$ cat config.mk
export PLATFORM = sky130hd
export DESIGN_NAME = pipe_ctrl_flat
export DESIGN_NICKNAME = d
export VERILOG_FILES = /design/src/rtl/pipe_ctrl_pkg.sv /design/src/rtl/pipe_ctrl_if.sv /design/src/rtl/pipe_ctrl_hazard_detect.sv /design/src/rtl/pipe_ctrl.sv /design/src/flat_wrapper.sv
export SDC_FILE = /design/constraint.sdc
export NUM_CORES = 1
export LEC_CHECK = 0
export CAP_MARGIN = 20
export CORE_MARGIN = 5
export CORE_UTILIZATION = 46
export CTS_BUF_LIST = sky130_fd_sc_hd__clkbuf_2 sky130_fd_sc_hd__clkbuf_4 sky130_fd_sc_hd__clkbuf_8
export DETAILED_ROUTE_END_ITERATION = 6
export GPL_TIMING_DRIVEN = 1
export HOLD_SLACK_MARGIN = 0.1
export PLACE_DENSITY = 0.79
export REMOVE_ABC_BUFFERS = 1
export SYNTH_ARGS = -nofsm -noshare
export SYNTH_HDL_FRONTEND = slang
export SYNTH_SLANG_ARGS = --single-unit
$ cat constraint.sdc
create_clock -name clk -period 2.1 [get_ports clk]
set_clock_uncertainty 0.15 [all_clocks]
set_input_delay 0.42 -clock clk [delete_from_list [all_inputs] [get_ports clk]]
set_output_delay 0.42 -clock clk [all_outputs]
set_load 0.02 [all_outputs]
$ cat src/rtl/pipe_ctrl_pkg.sv
// Shared types for the pipeline hazard/stall controller: FSM states and control bundles.
// Pure declarations; no timing or flow-control behaviour of its own.
package pipe_ctrl_pkg;

  typedef enum logic [1:0] {
    ST_RUN     = 2'd0,
    ST_FLUSH   = 2'd1,
    ST_MD_WAIT = 2'd2
  } state_t;

  typedef struct packed {
    logic pc_hold;
    logic if_dwrite;
    logic id_ex_flush;
    logic ex_hold;
  } ctl_t;

  localparam int WAIT_W = 8;

  localparam ctl_t CTL_IDLE = '{pc_hold: 1'b0, if_dwrite: 1'b0, id_ex_flush: 1'b0, ex_hold: 1'b0};
  // Held in reset: both pipeline registers see bubbles, nothing is frozen.
  localparam ctl_t CTL_RST  = '{pc_hold: 1'b0, if_dwrite: 1'b1, id_ex_flush: 1'b1, ex_hold: 1'b0};

endpackage

$ cat src/rtl/pipe_ctrl_if.sv
// Bundle between the pipeline datapath (master) and the stall controller (slave).
// Plain wires; the controller answers combinationally, no handshake.
interface pipe_ctrl_if;
  logic [4:0]  id_rs1;
  logic [4:0]  id_rs2;
  logic        id_useRs1;
  logic        id_useRs2;
  logic [4:0]  ex_rd;
  logic        ex_memRead;
  logic        ex_jump;
  logic        md_start;
  logic        md_done;
  logic        imem_ready;
  logic        pc_hold;
  logic        if_dWrite;
  logic        id_ex_flush;
  logic        ex_hold;
  logic        md_err;
  logic [31:0] stall_cnt;

  modport master (
    output id_rs1, id_rs2, id_useRs1, id_useRs2, ex_rd, ex_memRead,
           ex_jump, md_start, md_done, imem_ready,
    input  pc_hold, if_dWrite, id_ex_flush, ex_hold, md_err, stall_cnt
  );

  modport slave (
    input  id_rs1, id_rs2, id_useRs1, id_useRs2, ex_rd, ex_memRead,
           ex_jump, md_start, md_done, imem_ready,
    output pc_hold, if_dWrite, id_ex_flush, ex_hold, md_err, stall_cnt
  );
endinterface

$ cat src/rtl/pipe_ctrl_hazard_detect.sv
// Load-use comparator: flags an ID source that depends on a load still in EX.
// Purely combinational; no backpressure.
module hazard_detect (
  input  logic [4:0] rs1,
  input  logic [4:0] rs2,
  input  logic       use_rs1,
  input  logic       use_rs2,
  input  logic [4:0] ex_rd,
  input  logic       ex_mem_read,
  output logic       load_use
);

  // x0 is hardwired zero, so a load targeting it never creates a dependency.
  assign load_use = ex_mem_read && (ex_rd != 5'd0) &&
                    ((use_rs1 && (rs1 == ex_rd)) || (use_rs2 && (rs2 == ex_rd)));

endmodule

$ cat src/rtl/pipe_ctrl.sv
// Pipeline stall/flush controller (RUN/FLUSH/MD_WAIT); controls combinational, md_err/stall_cnt registered.
// No backpressure of its own: it is the source of pc_hold/ex_hold for the rest of the pipe.
module pipe_ctrl
  import pipe_ctrl_pkg::*;
#(
  parameter int MD_TIMEOUT = 64
) (
  input  logic         clk,
  input  logic         rst,
  pipe_ctrl_if.slave   bus
);

  localparam logic [WAIT_W-1:0] WAIT_LAST = WAIT_W'(MD_TIMEOUT - 1);

  state_t            state, state_nxt;
  logic [WAIT_W-1:0] wait_cnt, wait_nxt;
  logic              load_use;
  logic              md_err_nxt;
  ctl_t              ctl;

  hazard_detect u_hazard_detect (
    .rs1         (bus.id_rs1),
    .rs2         (bus.id_rs2),
    .use_rs1     (bus.id_useRs1),
    .use_rs2     (bus.id_useRs2),
    .ex_rd       (bus.ex_rd),
    .ex_mem_read (bus.ex_memRead),
    .load_use    (load_use)
  );

  always_comb begin
    state_nxt  = state;
    wait_nxt   = wait_cnt;
    md_err_nxt = 1'b0;
    ctl        = CTL_IDLE;
    case (state)
      ST_RUN: begin
        if (bus.ex_jump) begin
          ctl.if_dwrite   = 1'b1;
          ctl.id_ex_flush = 1'b1;
          state_nxt       = ST_FLUSH;
        end else if (bus.md_start) begin
          state_nxt = ST_MD_WAIT;
          wait_nxt  = '0;
        end else if (load_use) begin
          ctl.pc_hold     = 1'b1;
          ctl.id_ex_flush = 1'b1;
        end else if (!bus.imem_ready) begin
          ctl.pc_hold   = 1'b1;
          ctl.if_dwrite = 1'b1;
        end
      end
      // The instruction fetched behind the redirect is still in flight; squash it too.
      ST_FLUSH: begin
        ctl.if_dwrite = 1'b1;
        state_nxt     = ST_RUN;
      end
      ST_MD_WAIT: begin
        if (bus.md_done) begin
          state_nxt = ST_RUN;
        end else begin
          ctl.pc_hold = 1'b1;
          ctl.ex_hold = 1'b1;
          if (wait_cnt == WAIT_LAST) begin
            state_nxt  = ST_RUN;
            md_err_nxt = 1'b1;
          end else begin
            wait_nxt = wait_cnt + 8'd1;
          end
        end
      end
      default: state_nxt = ST_RUN;
    endcase
    if (rst) ctl = CTL_RST;
  end

  always_ff @(posedge clk or posedge rst) begin
    if (rst) begin
      state         <= ST_RUN;
      wait_cnt      <= '0;
      bus.md_err    <= 1'b0;
      bus.stall_cnt <= '0;
    end else begin
      state      <= state_nxt;
      wait_cnt   <= wait_nxt;
      bus.md_err <= md_err_nxt;
      if (ctl.pc_hold && (bus.stall_cnt != 32'hFFFF_FFFF))
        bus.stall_cnt <= bus.stall_cnt + 32'd1;
    end
  end

  assign bus.pc_hold     = ctl.pc_hold;
  assign bus.if_dWrite   = ctl.if_dwrite;
  assign bus.id_ex_flush = ctl.id_ex_flush;
  assign bus.ex_hold     = ctl.ex_hold;

endmodule
$ cat src/flat_wrapper.sv
// flat-port wrapper written by rule: the top's interface ports become plain ports
module pipe_ctrl_flat import pipe_ctrl_pkg::*;
#(
  parameter int MD_TIMEOUT = 64
)
  (clk, rst, bus_id_rs1, bus_id_rs2, bus_id_useRs1, bus_id_useRs2, bus_ex_rd, bus_ex_memRead, bus_ex_jump, bus_md_start, bus_md_done, bus_imem_ready, bus_pc_hold, bus_if_dWrite, bus_id_ex_flush, bus_ex_hold, bus_md_err, bus_stall_cnt);
  pipe_ctrl_if bus_i ();
  input  logic clk;
  input  logic rst;
  input wire logic [$bits(bus_i.id_rs1)-1:0] bus_id_rs1;
  input wire logic [$bits(bus_i.id_rs2)-1:0] bus_id_rs2;
  input wire logic [$bits(bus_i.id_useRs1)-1:0] bus_id_useRs1;
  input wire logic [$bits(bus_i.id_useRs2)-1:0] bus_id_useRs2;
  input wire logic [$bits(bus_i.ex_rd)-1:0] bus_ex_rd;
  input wire logic [$bits(bus_i.ex_memRead)-1:0] bus_ex_memRead;
  input wire logic [$bits(bus_i.ex_jump)-1:0] bus_ex_jump;
  input wire logic [$bits(bus_i.md_start)-1:0] bus_md_start;
  input wire logic [$bits(bus_i.md_done)-1:0] bus_md_done;
  input wire logic [$bits(bus_i.imem_ready)-1:0] bus_imem_ready;
  output wire logic [$bits(bus_i.pc_hold)-1:0] bus_pc_hold;
  output wire logic [$bits(bus_i.if_dWrite)-1:0] bus_if_dWrite;
  output wire logic [$bits(bus_i.id_ex_flush)-1:0] bus_id_ex_flush;
  output wire logic [$bits(bus_i.ex_hold)-1:0] bus_ex_hold;
  output wire logic [$bits(bus_i.md_err)-1:0] bus_md_err;
  output wire logic [$bits(bus_i.stall_cnt)-1:0] bus_stall_cnt;
  assign bus_i.id_rs1 = bus_id_rs1;
  assign bus_i.id_rs2 = bus_id_rs2;
  assign bus_i.id_useRs1 = bus_id_useRs1;
  assign bus_i.id_useRs2 = bus_id_useRs2;
  assign bus_i.ex_rd = bus_ex_rd;
  assign bus_i.ex_memRead = bus_ex_memRead;
  assign bus_i.ex_jump = bus_ex_jump;
  assign bus_i.md_start = bus_md_start;
  assign bus_i.md_done = bus_md_done;
  assign bus_i.imem_ready = bus_imem_ready;
  assign bus_pc_hold = bus_i.pc_hold;
  assign bus_if_dWrite = bus_i.if_dWrite;
  assign bus_id_ex_flush = bus_i.id_ex_flush;
  assign bus_ex_hold = bus_i.ex_hold;
  assign bus_md_err = bus_i.md_err;
  assign bus_stall_cnt = bus_i.stall_cnt;
  pipe_ctrl #(.MD_TIMEOUT(MD_TIMEOUT)) u_core (.clk(clk), .rst(rst), .bus(bus_i));
endmodule
==> results.txt <==
The run finished, with violations left. The final reports fail on setup timing. After synthesis, flip-flops and latches occupy 44.2% of the total area. The overall die area is 0.00684 mm^2. For this design the ratio of total power to cell area is 616 mW/mm^2.

Headroom to the max-slew limit came out at 52.8%. The total length of routed wires is 9800 um. The total of buffers placed on input and output ports is 60. The half-perimeter wire length after placement is 4760 um. Among all stages on the critical path, the largest delay is contributed by nor4_1. The reg-to-reg critical path endpoint is u_core.bus.stall_cnt[20]. The share of the cycle needed by the critical path after routing came out at 124%. Clock-pin slew was measured on the worst setup and hold paths at 0.09 ns. The total leakage power is 1.92 nW. In this run the remaining antenna-violating nets after routing total 0.

The worst hold path terminates at u_core.bus.md_err. The largest net degree at the start of global routing is 44. The worst setup path is captured at an output pin.

The critical-path maximum fanout is 4. For the finished layout, the period the worst path requires is 2.60 ns. met2 is the most crowded layer.

The TritonCTS clock tree is done. The detailed-route vias per instance is 5.82. Synthesis inferred 43 register bits.

The worst setup timing slack at the placement stage is -1.19 ns. The clock insertion delay at the later pin of the skew report came out at 0.31 ns. The design draws 0.00265 W. The count of yosys warnings during synthesis is 0. The global-route wire length before repair is 13600 um. For this run, global-route usage on met3 was measured as 6.07%. The TritonCTS buffer count is 5. The finished cells cover 0.00431 mm^2. Setup violations remaining at the end of the flow were counted as 38. The number of antenna violations at the first check in global routing came out at 1. In this run the register-to-register setup slack is -0.43 ns. In this run the most critical hold path is launched from u_core.wait_cnt[7]. In this run the critical register-to-register path is launched from u_core.state[1]. The final RePlAce weighted congestion came out at 0.836.

The maximum clock rate came out at 385 MHz. The unique cell type count in the Yosys netlist came out at 40. The number of rows in the core area came out at 26.

The routed wirelength normalized by instance count came out at 21.9 um. The synthesized netlist occupies a cell area of 0.00243 mm^2. Dividing the synthesized area by the synthesized cell count gives 10.4 um^2. STA puts the critical path data arrival time at 2.03 ns. Summed over all layers, the global routing overflow is 0. The met2 track utilization from global routing came out at 46.0%. The worst setup path is of the reg2out kind. The number of buffers and inverters on the critical path is 2. The share of the core filled with cells in the final layout is 84.3%.

Setup repair after global routing could not meet its margin everywhere. The root buffer cell chosen for the clock tree is clkbuf_8. The detailed router's first-iteration violation count came out at 239. The reported max-cap violation count is 0. The critical path's largest stage delay is 0.55 ns.

The number of global-route vias before repair is 2723. 61 I/O pins were placed. The final max-slew violation count is 0. The path class of the tightest hold or removal check is reg2reg. The core box area is 0.00511 mm^2. The clock passes through at most 2 buffers.

The met1 global-route usage is 30.7%. The total negative slack came out at -10.63 ns. The first-pass detailed-route iteration total came out at 5. For the pin with the worst max-slew slack, the measured transition is 0.702 ns. The number of hold-slack violations in the final timing report is 0. The die is 82.7 um tall. The clock drives 43 sinks. Global routing used 26.8% of the available tracks. The area growth from synthesis to layout is 77.0%. In the synthesized netlist, the number of instances is 235. Walking the worst path, the cells encountered are or2_2 -> nor4_1 -> a21oi_4 -> inv_2 -> buf_6. At the worst endpoint, the required time is 1.53 ns. The number of levels in the clock H-tree is 2. In the final design database the tool counted 402 nets. The type of element launching the critical path is a register. The number of cell instances on the worst register-to-register path is 7. The number of vias in the routed layout is 2609. The share of final-layout standard cells stronger than drive strength 1 came out at 47.2%. For this run, design rule violations remaining after detail routing come to 0. The family with the most delay on the worst path is simple AND/OR/NAND/NOR gates. The effective utilization at floorplan is 47.6%. The maximum ir drop on the vdd rail came out at 0.670 mV. Along the worst hold path, the cell count comes to 1. Summing all placed instances gives a cell area of 0.00355 mm^2. The die span in x is 82.7 um. Across all setup checks in the final design, the least slack found is -0.497 ns.
==> cell usage in the layout, fill, tap and decap left out, types with 4 or more instances in the layout <==
cell,count
buf_4,68
dfrtp_1,43
clkdlybuf4s50_1,37
nor2_1,20
buf_6,19
xor2_1,16
nand4_1,16
xnor2_1,15
nand2_1,12
xnor2_2,7
and3_1,6
and3_4,6
xor2_2,5
nand4_4,5
nor2_2,5
nand3_4,5
clkbuf_8,5
nand3_2,4
nand3_1,4
clkbuf_2,4
dlygate4sd2_1,4
==> layout make-up <==
cell class,instances,area [um^2]
diodes,1,2.50
clock buffers,6,76.3
clock inverters,2,60.1
fillers,246,802
inverters,6,22.5
multi-input cells,180,1710
flip-flops and latches,43,1080
well taps,70,87.6
repair buffers,140,1270
==> report_power, final <==
part           internal [W]  switching [W]  leakage, nW
clock network      0.000489       0.000309       0.0688
registers          0.000896      0.0000673        0.580
logic              0.000433       0.000457         1.27
total               0.00182       0.000833         1.92
==> sequential cells by signal, indices dropped and copies added (netlist names) <==
signal,flops
u_core.state,2
u_core.bus.stall_cnt,32
u_core.bus.md_err,1
u_core.wait_cnt,8
==> cell usage after synthesis <==
cell      count  area share (%)
nand3_1       5             1.0
and3_1        9             2.3
o22ai_1       1            0.26
and2_1        2            0.51
nand2b_1      1            0.26
nand4_4       2             1.7
nand3b_4      1            0.82
dfrtp_1      43              44
inv_2         2            0.31
nor4_1        6             1.5
nor4b_2       1            0.62
nor2_1       27             4.2
and2_0        1            0.26
nand4_2       3             1.5
inv_1         4            0.62
xor2_1       22             7.9
and4_1        1            0.36
o21ai_0       4            0.82
and2_2        1            0.31
or4_1         1            0.31
mux2_2        2            0.93
nor3_1        5             1.0
or4_4         2            0.93
nand2_1      14             2.2
nand3_2       8             3.3
xnor2_1      23             8.3
or3_1         4             1.0
ha_1          2             1.0
or2_2         1            0.26
a32oi_1       1            0.36
nand4b_1      1            0.36
a41oi_2       1            0.67
o21ai_1       2            0.41
a21oi_1       5             1.0
and3_4        3             1.4
nor2_2        1            0.26
buf_6         4             1.9
nand2_2       1            0.26
nand4_1      16             4.1
buf_2         2            0.41
==> routing by layer <==
metal	routed length [um]	vias to the layer above
li1	-	1111
met1	3770	1276
met2	4920	166
met3	644	56
met4	459	0
met5	0	-
==> per-stage QoR <==
stage | std cells | hold slack (ns)
floorplan | 229 | 0.291
global placement | 422 | 0.316
detailed placement | 422 | 0.324
CTS | 439 | 0.336
global route | 448 | 0.377
finish | 448 | 0.339
==> how the worst max path moves through the flow <==
stage	start	endpoint	depth (start not counted)
CTS	bus_ex_rd[4]	bus_if_dWrite	8
global route	bus_id_useRs1	bus_if_dWrite	7
finish	u_core.state[1]	bus_pc_hold	5
global placement	bus_ex_rd[3]	bus_pc_hold	7
detailed placement	bus_ex_rd[3]	bus_if_dWrite	8
floorplan	bus_ex_rd[0]	u_core.bus.stall_cnt[1]	7
==> repair_timing <==
item                       4_1_cts  5_1_grt
pin swaps                       63       31
hold endpoints to repair         0        0
setup endpoints to repair       36       40
gates resized for setup        129       50
hold buffers                     0        0
gates cloned                     2        0
buffers inserted                 8       10
==> cells by family after synthesis <==
| group | count (synthesis) | share of synthesized area (%) |
|---|---|---|
| AND/OR/NAND/NOR | 117 | 30.9 |
| XOR/XNOR | 45 | 16.2 |
| flip-flops | 43 | 44.2 |
| AO/OA/AOI/OAI | 14 | 3.55 |
| buffers and inverters | 12 | 3.19 |
| multiplexers | 2 | 0.926 |
| adder cells (fa/ha/maj) | 2 | 1.03 |
Note: power is estimated with default switching activity, not from simulation.
